==> src/rtl/mem_port_arbiter_pkg.sv <==
// -----------------------------------------------------------------------------
// mem_port_arbiter_pkg
// Shared definitions for the unified RAM port arbiter:
//   - arb_state_e : arbiter FSM state encodings (2-bit)
//   - arb_id_e    : requester identifiers (fetch = 0, data = 1)
// No ports (package).
// -----------------------------------------------------------------------------
package mem_port_arbiter_pkg;

    typedef enum logic [1:0] {
        ARB_IDLE    = 2'd0,
        ARB_BUSY_IF = 2'd1,
        ARB_BUSY_D  = 2'd2,
        ARB_ACK     = 2'd3
    } arb_state_e;

    typedef enum logic {
        ARB_ID_IF = 1'b0,
        ARB_ID_D  = 1'b1
    } arb_id_e;

endpackage

==> src/rtl/mem_arb_watchdog.sv <==
// -----------------------------------------------------------------------------
// mem_arb_watchdog
// Counts cycles spent waiting for the RAM to answer. The arbiter clears it on
// every grant and enables it in each busy cycle without mem_ready.
// Ports:
//   clk        in   system clock, rising edge
//   reset      in   asynchronous active-high reset (count -> 0)
//   clr_i      in   clear count to 0 (has priority over en_i)
//   en_i       in   increment count
//   expired_o  out  count == TIMEOUT
// -----------------------------------------------------------------------------
module mem_arb_watchdog #(
    parameter int TIMEOUT = 255,
    parameter int CNT_W   = 8
) (
    input  logic clk,
    input  logic reset,
    input  logic clr_i,
    input  logic en_i,
    output logic expired_o
);

    logic [CNT_W-1:0] cnt_q, cnt_d;

    always_comb begin
        cnt_d = cnt_q;
        if (clr_i) begin
            cnt_d = '0;
        end else if (en_i) begin
            cnt_d = cnt_q + 1'b1;
        end
    end

    always_ff @(posedge clk or posedge reset) begin
        if (reset) begin
            cnt_q <= '0;
        end else begin
            cnt_q <= cnt_d;
        end
    end

    assign expired_o = (cnt_q == CNT_W'(TIMEOUT));

endmodule

==> src/rtl/mem_port_arbiter.sv <==
// -----------------------------------------------------------------------------
// mem_port_arbiter
// Shares one RAM port between the instruction-fetch requester and the data
// requester. Each level request becomes one RAM req/ready transaction; the
// requester gets a one-cycle ack (with err if the watchdog aborted it).
// Build option: define MEM_ARB_ROUND_ROBIN_EN to alternate grants when both
// requesters are pending; otherwise data always beats fetch.
// Ports:
//   clk, reset                           clock / async active-high reset
//   if_req, if_addr                      fetch request (level) and address
//   if_ack, if_rdata                     fetch completion pulse, fetched word
//   d_req, d_we, d_addr, d_wdata         data request, store flag, addr, data
//   d_ack, d_rdata                       data completion pulse, load data
//   err                                  with an ack: transaction timed out
//   mem_req, mem_we, mem_addr, mem_wdata RAM request side (held until ready)
//   mem_rdata, mem_ready                 RAM response side
// -----------------------------------------------------------------------------
module mem_port_arbiter
    import mem_port_arbiter_pkg::*;
#(
    parameter int ADDR_W  = 32,
    parameter int DATA_W  = 32,
    parameter int TIMEOUT = 255,
    parameter int CNT_W   = 8
) (
    input  logic              clk,
    input  logic              reset,
    input  logic              if_req,
    input  logic [ADDR_W-1:0] if_addr,
    output logic              if_ack,
    output logic [DATA_W-1:0] if_rdata,
    input  logic              d_req,
    input  logic              d_we,
    input  logic [ADDR_W-1:0] d_addr,
    input  logic [DATA_W-1:0] d_wdata,
    output logic              d_ack,
    output logic [DATA_W-1:0] d_rdata,
    output logic              err,
    output logic              mem_req,
    output logic              mem_we,
    output logic [ADDR_W-1:0] mem_addr,
    output logic [DATA_W-1:0] mem_wdata,
    input  logic [DATA_W-1:0] mem_rdata,
    input  logic              mem_ready
);

    arb_state_e        state_q, state_d;
    logic              mem_req_q, mem_req_d;
    logic              mem_we_q, mem_we_d;
    logic [ADDR_W-1:0] mem_addr_q, mem_addr_d;
    logic [DATA_W-1:0] mem_wdata_q, mem_wdata_d;
    logic              if_ack_q, if_ack_d;
    logic              d_ack_q, d_ack_d;
    logic              err_q, err_d;
    logic [DATA_W-1:0] if_rdata_q, if_rdata_d;
    logic [DATA_W-1:0] d_rdata_q, d_rdata_d;
    arb_id_e           winner;
    logic              wd_clr, wd_en, wd_expired;
`ifdef MEM_ARB_ROUND_ROBIN_EN
    arb_id_e           last_grant_q, last_grant_d;
`endif

    mem_arb_watchdog #(
        .TIMEOUT (TIMEOUT),
        .CNT_W   (CNT_W)
    ) u_watchdog (
        .clk       (clk),
        .reset     (reset),
        .clr_i     (wd_clr),
        .en_i      (wd_en),
        .expired_o (wd_expired)
    );

    always_comb begin
        state_d     = state_q;
        mem_req_d   = mem_req_q;
        mem_we_d    = mem_we_q;
        mem_addr_d  = mem_addr_q;
        mem_wdata_d = mem_wdata_q;
        if_rdata_d  = if_rdata_q;
        d_rdata_d   = d_rdata_q;
        if_ack_d    = 1'b0;
        d_ack_d     = 1'b0;
        err_d       = 1'b0;
        wd_clr      = 1'b0;
        wd_en       = 1'b0;
        winner      = ARB_ID_D;
`ifdef MEM_ARB_ROUND_ROBIN_EN
        last_grant_d = last_grant_q;
`endif
        case (state_q)
            ARB_IDLE: begin
                if (if_req || d_req) begin
`ifdef MEM_ARB_ROUND_ROBIN_EN
                    // Contention goes to whoever did not win last time.
                    if (if_req && d_req) begin
                        winner = (last_grant_q == ARB_ID_D) ? ARB_ID_IF : ARB_ID_D;
                    end else begin
                        winner = d_req ? ARB_ID_D : ARB_ID_IF;
                    end
                    last_grant_d = winner;
`else
                    winner = d_req ? ARB_ID_D : ARB_ID_IF;
`endif
                    mem_req_d = 1'b1;
                    wd_clr    = 1'b1;
                    if (winner == ARB_ID_D) begin
                        mem_addr_d  = d_addr;
                        mem_we_d    = d_we;
                        mem_wdata_d = d_wdata;
                        state_d     = ARB_BUSY_D;
                    end else begin
                        mem_addr_d = if_addr;
                        mem_we_d   = 1'b0;
                        state_d    = ARB_BUSY_IF;
                    end
                end
            end
            ARB_BUSY_IF, ARB_BUSY_D: begin
                if (mem_ready) begin
                    mem_req_d = 1'b0;
                    state_d   = ARB_ACK;
                    if (state_q == ARB_BUSY_IF) begin
                        if_ack_d   = 1'b1;
                        if_rdata_d = mem_rdata;
                    end else begin
                        d_ack_d = 1'b1;
                        if (!mem_we_q) begin
                            d_rdata_d = mem_rdata;
                        end
                    end
                end else if (wd_expired) begin
                    // Abort: complete the handshake towards the requester
                    // with err set, leaving its read data untouched.
                    mem_req_d = 1'b0;
                    err_d     = 1'b1;
                    state_d   = ARB_ACK;
                    if (state_q == ARB_BUSY_IF) begin
                        if_ack_d = 1'b1;
                    end else begin
                        d_ack_d = 1'b1;
                    end
                end else begin
                    wd_en = 1'b1;
                end
            end
            // Guard cycle: a request still high while its ack is visible
            // must not be granted a second time.
            ARB_ACK: state_d = ARB_IDLE;
            default: state_d = ARB_IDLE;
        endcase
    end

    always_ff @(posedge clk or posedge reset) begin
        if (reset) begin
            state_q     <= ARB_IDLE;
            mem_req_q   <= 1'b0;
            mem_we_q    <= 1'b0;
            mem_addr_q  <= '0;
            mem_wdata_q <= '0;
            if_ack_q    <= 1'b0;
            d_ack_q     <= 1'b0;
            err_q       <= 1'b0;
            if_rdata_q  <= '0;
            d_rdata_q   <= '0;
        end else begin
            state_q     <= state_d;
            mem_req_q   <= mem_req_d;
            mem_we_q    <= mem_we_d;
            mem_addr_q  <= mem_addr_d;
            mem_wdata_q <= mem_wdata_d;
            if_ack_q    <= if_ack_d;
            d_ack_q     <= d_ack_d;
            err_q       <= err_d;
            if_rdata_q  <= if_rdata_d;
            d_rdata_q   <= d_rdata_d;
        end
    end

`ifdef MEM_ARB_ROUND_ROBIN_EN
    always_ff @(posedge clk or posedge reset) begin
        if (reset) begin
            last_grant_q <= ARB_ID_IF;
        end else begin
            last_grant_q <= last_grant_d;
        end
    end
`endif

    assign mem_req   = mem_req_q;
    assign mem_we    = mem_we_q;
    assign mem_addr  = mem_addr_q;
    assign mem_wdata = mem_wdata_q;
    assign if_ack    = if_ack_q;
    assign d_ack     = d_ack_q;
    assign err       = err_q;
    assign if_rdata  = if_rdata_q;
    assign d_rdata   = d_rdata_q;

endmodule

==> config.mk <==
export PLATFORM = sky130hd
export DESIGN_NAME = mem_port_arbiter
export DESIGN_NICKNAME = d
export VERILOG_FILES = /design/src/rtl/mem_port_arbiter_pkg.sv /design/src/rtl/mem_arb_watchdog.sv /design/src/rtl/mem_port_arbiter.sv
export SDC_FILE = /design/constraint.sdc
export NUM_CORES = 1
export LEC_CHECK = 0
export BUFFER_PORTS_ARGS = -buffer_cell sky130_fd_sc_hd__buf_2
export CAP_MARGIN = 20
export CORE_MARGIN = 5
export CORE_UTILIZATION = 47
export CTS_CLUSTER_SIZE = 40
export DETAILED_ROUTE_END_ITERATION = 8
export PLACE_DENSITY = 0.8
export SLEW_MARGIN = 20
export SYNTH_ARGS = -nofsm -noshare
export SYNTH_HDL_FRONTEND = slang
export SYNTH_SLANG_ARGS = --single-unit
==> constraint.sdc <==
create_clock -name clk -period 4.9 [get_ports clk]
set_input_delay 0.735 -clock clk [delete_from_list [all_inputs] [get_ports clk]]
set_output_delay 0.735 -clock clk [all_outputs]
set_load 0.02 [all_outputs]
==> reports/metrics.yaml, run 1 <==
worstHoldPathType: "input port to async pin"
syn_area_sq_um: 6053
clk_pin_slew_worst_paths_ns: 0.06
syn_avg_cell_area_sq_um: 14.01
die_w_um: 123.5
cts_tree: "yes"
grt_usage: 0.2017
grt_pass1_vias: 4669
p_comb_frac: 0.445
clock_path_buffers: 2
final_cells: 880
grt_setup_unrepaired: "no"
min_period_ns: 2.175
post_cts_buffers: 0
clock_skew_ns: 0.009499
grt_use_met3: 0.08051
seq_area_sq_um: 3578
leakage_nw: 4.060
timing.final.crit_share: 0.4439
fillerInstances: 990
path_max_fanout: 32
p_per_area_nw_per_um2: 722.9
synth_top_flop_cell: "dfrtp_1"
die_h_um: 123.5
clockRootBuffer: "clkbuf_16"
worstPathRequired_ns: 5.20
worst_pin_slew_ns: 0.8423
numPortBuffers: 266
first_pass_iters: 4
worst_setup_path_start_kind: "flop"
numCtsBuffers: 17
grt_pass1_wl_um: 23250
synthCells: 432
drcViolationCount: 0
outcome: "completed"
setup_viol: 0
cts_max_level: 4
maxCapViolations: 0
p_seq_frac: 0.360
use_met2: 0.3425
ctsResizeCount: 0
dp_hpwl_um: 11280
ys_seq_area_frac: 0.5912
vias_per_cell: 5.000
drv_slew: 0
max_clock_freq_mhz: 459.7
synth_fp_nets: 569
final_hold_viol_count: 0
cp.arrival_ns: 2.47
core_area_sq_um: 12620
slew_headroom: 0.4384
critPathTopFamily: "buffers and inverters"
multi_input_area_sq_um: 2268
start_util: 0.4797
cpMaxStageDelayCell: "buf_4"
antenna_found_initial: 0
clock_sinks: 143
endpoint_kind: "flop"
syn_to_final_growth_pct: 31.60
worst-setup-path-type: "flop to flop"
routabilityCongestion: 0.8052
synth_edf_count: 0
drive_gt1_frac: 0.5607
vias: 4400
clk-insertion-delay-late_ns: 0.41
synth.distinct_cells: 44
drt_iter0_drc: 236
grt.busiest_layer: "met2"
overflow: 0
synth-seq-cells: 143
switchingPower_mw: 2.239
grt_max_degree: 97
path_cells: "inv_1 -> ha_1 -> and4bb_2 -> buf_4 -> mux2_2"
wl_per_cell_um: 17.19
final_antenna_net_count: 0
fin_util: 0.6313
grtUsageMet1: 0.2300
hold_buffers: 0
ios: 267
clkPwrFrac: 0.194
setup_tns_ns: 0
drt-total-wl_um: 15120
diodes: 0
yosysWarnings: 0
max_stage_delay_ns: 0.47
dp.cells: 849
synthArstFlopShare: 1.000
internal_power_mw: 3.520
rows: 41
p_sw_frac: 0.3888
vdd_drop_max_v: 0.0003222
finalNetCount: 833
die-area_sq_um: 15250
critPathBufInv: 2
==> cell usage in the layout, fill, tap and decap left out, types with 2 or more instances in the layout <==
| cell | netlist | routed |
|---|---|---|
| a211oi_1 | 8 | 8 |
| a21oi_1 | 4 | 4 |
| a31oi_1 | 2 | 2 |
| and3_1 | 3 | 3 |
| buf_2 | 8 | 266 |
| buf_4 | 6 | 5 |
| clkbuf_1 | 6 | 6 |
| clkbuf_16 | 0 | 17 |
| clkbuf_8 | 0 | 2 |
| clkinv_2 | 0 | 4 |
| dfrtp_1 | 143 | 143 |
| ha_1 | 3 | 3 |
| inv_1 | 5 | 4 |
| mux2_2 | 66 | 66 |
| mux2_4 | 30 | 30 |
| mux2i_1 | 35 | 35 |
| nand2_1 | 39 | 39 |
| nand3_1 | 4 | 4 |
| nand4b_1 | 2 | 2 |
| nor3b_1 | 2 | 2 |
| nor4_1 | 2 | 2 |
| o211ai_1 | 2 | 2 |
| o21ai_0 | 35 | 35 |
==> routing by layer <==
metal | up-vias | wire (um) | share of wire
met2 | 221 | 7580 | 0.50
met4 | 0 | 204 | 0.013
met1 | 2095 | 5824 | 0.39
met5 | - | 0 | 0
met3 | 19 | 1514 | 0.10
li1 | 2065 | - | -
==> synthesized netlist by cell type (all sizes together) (4+ instances only) <==
cell type / count / area [sq um]
dfrtp: 143 / 3578
nand3: 4 / 20.02
o21ai: 36 / 183.9
mux2: 96 / 1194
buf: 19 / 167.7
a21oi: 5 / 28.78
mux2i: 35 / 350.3
inv: 5 / 18.77
clkbuf: 7 / 27.52
nand2: 40 / 152.6
a211oi: 8 / 60.06
==> path summary, 6_finish.rpt <==
kind	startpoint	end	slack, ns	cells after the start
setup / recovery	state_q[0]	d_rdata[6]	2.72	5
hold / removal	reset	mem_wdata[22]	0.47	2
setup reg to reg	state_q[0]	d_rdata[6]	2.72	5
hold reg to reg	mem_addr[26]	mem_addr[26]	0.47	2
max in group asynchronous	reset	mem_wdata[0]	3.25	3
min in group clk	mem_addr[26]	mem_addr[26]	0.47	2
==> flip-flops by register name, summed over array words and instances, names as in the netlist <==
name	cells
mem_req	1
d_rdata	32
u_watchdog.cnt_q	8
mem_wdata	32
mem_addr	32
d_ack	1
state_q	2
if_ack	1
err	1
mem_we	1
if_rdata	32
==> area by class of cell <==
class | count | area share
flip-flops and latches | 143 | 0.4492
clock inverters | 6 | 0.004555
multi-input cells | 258 | 0.2848
well taps | 172 | 0.02701
inverters | 5 | 0.002984
clock buffers | 25 | 0.05968
repair buffers | 271 | 0.1718
==> per-stage QoR <==
stage / power, mW / setup WS [ns] / hold slack, ns / area, sq um
finish: 5.759 / 2.725 / 0.4694 / 7966
global route: 6.116 / 2.537 / 0.5035 / 7966
CTS: 5.828 / 2.728 / 0.4782 / 7966
detailed placement: 4.678 / 2.299 / 0.4653 / 7455
global placement: 4.581 / 2.386 / 0.4630 / 7455
floorplan: 3.846 / 0.3271 / 0.5176 / 6053
==> logic make-up (layout without fill, tap and decap cells) <==
group / Yosys count / in the layout / share of synthesized area
DFF: 143 / 143 / 0.5912
muxes: 131 / 131 / 0.2551
and+or+nand+nor: 65 / 65 / 0.05374
AOI/OAI and AO/OA: 59 / 59 / 0.05850
buffers and inverters: 31 / 307 / 0.03534
adders and majority gates: 3 / 3 / 0.006202
==> power by group through the flow <==
stage	logic, mW	clock network (mW)	registers (mW)
after global routing	2.77	1.20	2.14
after global placement	2.53	0	2.06
after detailed placement	2.60	0	2.08
final	2.56	1.12	2.08
after floorplan	1.11	0	2.73
after CTS	2.60	1.15	2.08
Power figures use the tool's default switching activity.
==> run 2: changes to the inputs <==
clock period = 2.2 ns   (was 4.9 ns; I/O delays follow)
==> run 2 against run 1 <==
Compared with the run above:
- wire length shrank 1.6%
- setup slack worse by 2.3 ns
- die area did not move
- critical endpoint is now mem_addr[3]
- global-route usage shrank 0.48 points
- utilization grew 1.5 points
- highest routed layer unchanged
- combinational power increased by 120%
- sequential share of layout area shrank 1.0 points
- clock power grew to 2.7 times the previous value
==> reports/metrics.yaml, run 2 (same netlist as run 1, synthesis figures left out) <==
path_cells: "inv_1 -> ha_1 -> o21ai_4 -> buf_4 -> o21ai_0"
clk_pin_slew_worst_paths_ns: 0.06
drive_gt1_frac: 0.5698
antenna_found_initial: 0
p_per_area_nw_per_um2: 1648
path_max_fanout: 64
cts_tree: "yes"
leakage_nw: 4.145
timing.hold.ws_ns: 0.04452
max_stage_delay_ns: 0.48
critPathBufInv: 2
worst_pin_slew_ns: 0.5036
final_common_cell: "buf_2"
drcViolationCount: 0
drt_iter0_drc: 221
start_util: 0.4797
slew_headroom: 0.6642
syn_to_final_growth_pct: 34.73
first_pass_iters: 4
final_antenna_net_count: 0
rows: 41
dp_hpwl_um: 11360
die_w_um: 123.5
finalNetCount: 836
reg2regPathDepth: 5
critPathTopFamily: "buffers and inverters"
die_h_um: 123.5
clock_path_buffers: 2
worstReg2RegStart: "state_q[0]"
vias: 4413
setup_viol: 0
hold_buffers: 0
grt_max_degree: 80
timing.final.crit_share: 0.7991
wl_per_cell_um: 16.90
maxCapViolations: 0
vias_per_cell: 5.009
overflow: 0
drt-total-wl_um: 14890
worst_setup_path_start_kind: "flop"
cts_max_level: 4
cp.arrival_ns: 2.03
grt_setup_unrepaired: "no"
clk-insertion-delay-late_ns: 0.42
drv_slew: 0
layout_common_cells: "buf_2 (266), dfrtp_1 (143), mux2_2 (66), nand2_1 (39)"
final_cells: 881
cpMaxStageDelayCell: "buf_4"
grt_usage: 0.1969
min_period_ns: 1.758
final_hold_viol_count: 0
die-area_sq_um: 15250
total_power_mw: 13.44
numPortBuffers: 266
worstHoldPathType: "input port to async pin"
dp.cells: 852
vdd_drop_max_v: 0.0006179
max_clock_freq_mhz: 568.8
worst-setup-path-type: "flop to flop"
numCtsBuffers: 17
worstPathRequired_ns: 2.47
routabilityCongestion: 0.8346
core_area_sq_um: 12620
post_cts_buffers: 0
clock_skew_ns: 0.006825
grt_pass1_wl_um: 22940
outcome: "completed"
crit_cells: 5
endpoint_kind: "flop"
ios: 267
grt_pass1_vias: 4699
clockRootBuffer: "clkbuf_16"
setup_tns_ns: 0
ctsResizeCount: 0
diodes: 0
cp-startpoint: "state_q[0]"
clock_sinks: 143
==> run 2: changes by cell type in the layout (fill, tap and decap cells not counted) <==
cell        change
buf_12          +4
buf_4           -1
bufinv_16       +5
clkbuf_1        -6
clkbuf_8        -1
clkinv_2        -1
clkinvlp_4      +1
==> run 2: path summary, 6_finish.rpt <==
| check | endpoint | slack, ns |
|---|---|---|
| setup / recovery | mem_addr[3] | 0.44 |
| hold / removal | mem_addr[14] | 0.04 |
| setup reg to reg | mem_addr[3] | 0.44 |
| hold reg to reg | mem_addr[5] | 0.47 |
| max in group asynchronous | d_rdata[13] | 1.80 |
| min in group clk | mem_wdata[10] | 0.15 |
==> run 2: per-stage QoR <==
step / util / area [sq um] / setup WS (ns)
after floorplan: - / 6057 / 0.07894
after global placement: 0.5964 / 7526 / 0.4827
after detailed placement: 0.5964 / 7526 / 0.4268
after CTS: 0.6462 / 8155 / 0.4391
after global routing: 0.6462 / 8155 / 0.2630
final: 0.6462 / 8155 / 0.4421
==> run 2: tightest hold or removal path: cells and delay by family <==
family | cells | cell delay, ns
buffers and inverters | 3 | 0.52
==> run 2: final cells by class <==
class,instances,area [sq um]
clock inverters,11,190.2
multi-input cells,258,2268
repair buffers,274,1441
flip-flops and latches,143,3578
clock buffers,18,439.2
fillers,936,4464
well taps,172,215.2
inverters,5,22.52
==> run 2: report_power, final <==
group | internal, mW | total [mW] | leakage [nW] | switching, mW
sequential | 3.92 | 4.63 | 1.73 | 0.711
clock | 2.02 | 3.07 | 0.308 | 1.05
combinational | 2.49 | 5.73 | 2.11 | 3.25
total | 8.43 | 13.4 | 4.15 | 5.01
==> run 2: routing by layer <==
layer | wire length (um) | track usage | vias up
li1 | - | - | 2072
met4 | 381 | 0.07336 | 0
met1 | 5969 | 0.2347 | 2087
met2 | 7214 | 0.3279 | 229
met5 | 0 | 0 | -
met3 | 1322 | 0.07045 | 25
==> run 3: changes to the inputs <==
clock period = 1.7 ns   (was 2.2 ns; I/O delays follow)
==> run 3 against run 2 <==
Compared with the run above:
- register-to-register slack got worse by 0.39 ns
- sequential share of layout area fell by 1.2 points
- final cell count rose by 1.4%
- highest routed layer is now met5
- combinational power rose by 37%
- critical path depth did not move
- wire length rose by 3.8%
- largest power group unchanged
- sequential power rose by 31%
- setup slack got worse by 0.39 ns
- count of clock-buffer cells in the layout rose by 2
- worst hold slack improved by 0.022 ns
- via count rose by 1.9%
==> reports/metrics.yaml, run 3 (same netlist as run 1, synthesis figures left out) <==
worstPathRequired_ns: 2.00
p_comb_frac: 0.433
cts_max_level: 4
numPortBuffers: 266
path_max_fanout: 10
timing.final.crit_share: 0.9719
diodes: 0
worst_pin_slew_ns: 0.4021
layout_common_cells: "buf_2 (266), dfrtp_1 (143), mux2_2 (64), nand2_1 (39)"
ios: 267
die_w_um: 123.5
leakage_nw: 4.249
worst-setup-path-type: "flop to flop"
antenna_found_initial: 1
endpoint_kind: "flop"
dp.cells: 859
clkPwrFrac: 0.232
timing.hold.ws_ns: 0.06625
max_clock_freq_mhz: 605.2
clk-insertion-delay-late_ns: 0.41
grt_usage: 0.2017
dpl_cell_area_sq_um: 7629
p_seq_frac: 0.335
final_hold_viol_count: 0
post_cts_buffers: 0
clk_pin_slew_worst_paths_ns: 0.06
grt_pass1_vias: 4605
p_per_area_nw_per_um2: 2158
slew_headroom: 0.7319
clock_path_buffers: 2
start_util: 0.4797
grt_max_degree: 79
clockRootBuffer: "clkbuf_16"
die-area_sq_um: 15250
setup_viol: 0
cts_tree: "yes"
maxCapViolations: 0
worstHoldPathType: "input port to flop"
switchingPower_mw: 6.703
outcome: "completed"
drcViolationCount: 0
vias: 4495
drt-total-wl_um: 15460
syn_to_final_growth_pct: 38.67
min_period_ns: 1.652
drive_gt1_frac: 0.5811
vdd_drop_max_v: 0.0008651
fin_util: 0.6652
seq_area_sq_um: 3578
clock_skew_ns: 0.007454
grt_pass1_wl_um: 23510
cp.arrival_ns: 1.95
fillerInstances: 906
internal_power_mw: 11.41
worst_setup_path_start_kind: "flop"
final_cells: 893
multi_input_area_sq_um: 2308
numCtsBuffers: 17
p_sw_frac: 0.3700
design_area_sq_um: 8394
drt_iter0_drc: 204
vias_per_cell: 5.034
overflow: 0
dp_hpwl_um: 11620
first_pass_iters: 4
rows: 41
routabilityCongestion: 0.7746
wl_per_cell_um: 17.31
final_antenna_net_count: 0
finalNetCount: 845
die_h_um: 123.5
grt_setup_unrepaired: "no"
drv_slew: 0
final_common_cell: "buf_2"
clock_sinks: 143
core_area_sq_um: 12620
==> run 3: cell types whose count changed in the layout (fill, tap and decap cells not counted), moves of 2 or more <==
cell and change:
clkinv_2 -2, mux2_2 -2, buf_12 +5, clkbuf_1 +2, inv_6 +2, mux2_4 +2
==> run 3: repair_timing <==
action	4_1_cts	5_1_grt
cloned	0	1
hold endpoints to repair	108	0
resized for setup	4	10
pin swaps	0	0
hold buffers	1	0
setup endpoints to repair	13	42
==> run 3: power by group through the flow <==
stage / Combinational, mW / Clock, mW / Sequential, mW
detailed placement: 7.72 / 0 / 6.05
finish: 7.85 / 4.21 / 6.06
global placement: 7.47 / 0 / 5.96
CTS: 7.76 / 4.28 / 6.06
floorplan: 3.21 / 0 / 7.88
global route: 8.43 / 4.44 / 6.23
==> run 3: cell type report <==
class | instances | area share
Sequential cell | 143 | 0.4263
Multi-Input combinational cell | 258 | 0.2750
Timing Repair Buffer | 283 | 0.1900
Clock buffer | 20 | 0.05321
Clock inverter | 12 | 0.02713
Tap cell | 172 | 0.02564
Inverter | 5 | 0.002683
==> run 3: critical path: stages (launching register included) <==
cell       delay (ns)
dfrtp_1          0.35
inv_1            0.09
ha_4             0.28
and4bb_4         0.31
clkbuf_16        0.20
mux2_4           0.30
==> run 3: routing by layer <==
layer	track usage	vias up	share of wire
met2	0.3313	214	0.50
li1	-	2097	-
met5	0	-	0.0012
met1	0.2538	2163	0.40
met4	0.06436	2	0.017
met3	0.06542	19	0.082
==> run 3: path summary, 6_finish.rpt <==
kind	slack [ns]	startpoint	cells after the start	endpoint
max	0.05	state_q[1]	5	d_rdata[19]
min	0.07	d_wdata[8]	2	mem_wdata[8]
max reg2reg	0.05	state_q[1]	5	d_rdata[19]
min reg2reg	0.48	mem_addr[28]	2	mem_addr[28]
max in group asynchronous	0.81	reset	4	mem_addr[20]
min in group asynchronous	0.55	reset	4	d_ack
==> run 3: per-stage QoR <==
step	TNS (ns)	power (mW)	setup WS, ns
3_3_place_gp	0	13.43	0.04365
3_5_place_dp	0	13.76	0.001479
4_1_cts	0	18.10	0.01726
2_1_floorplan	-49.49	11.09	-0.3461
5_1_grt	0	19.10	0.003847
6_report	0	18.12	0.04771
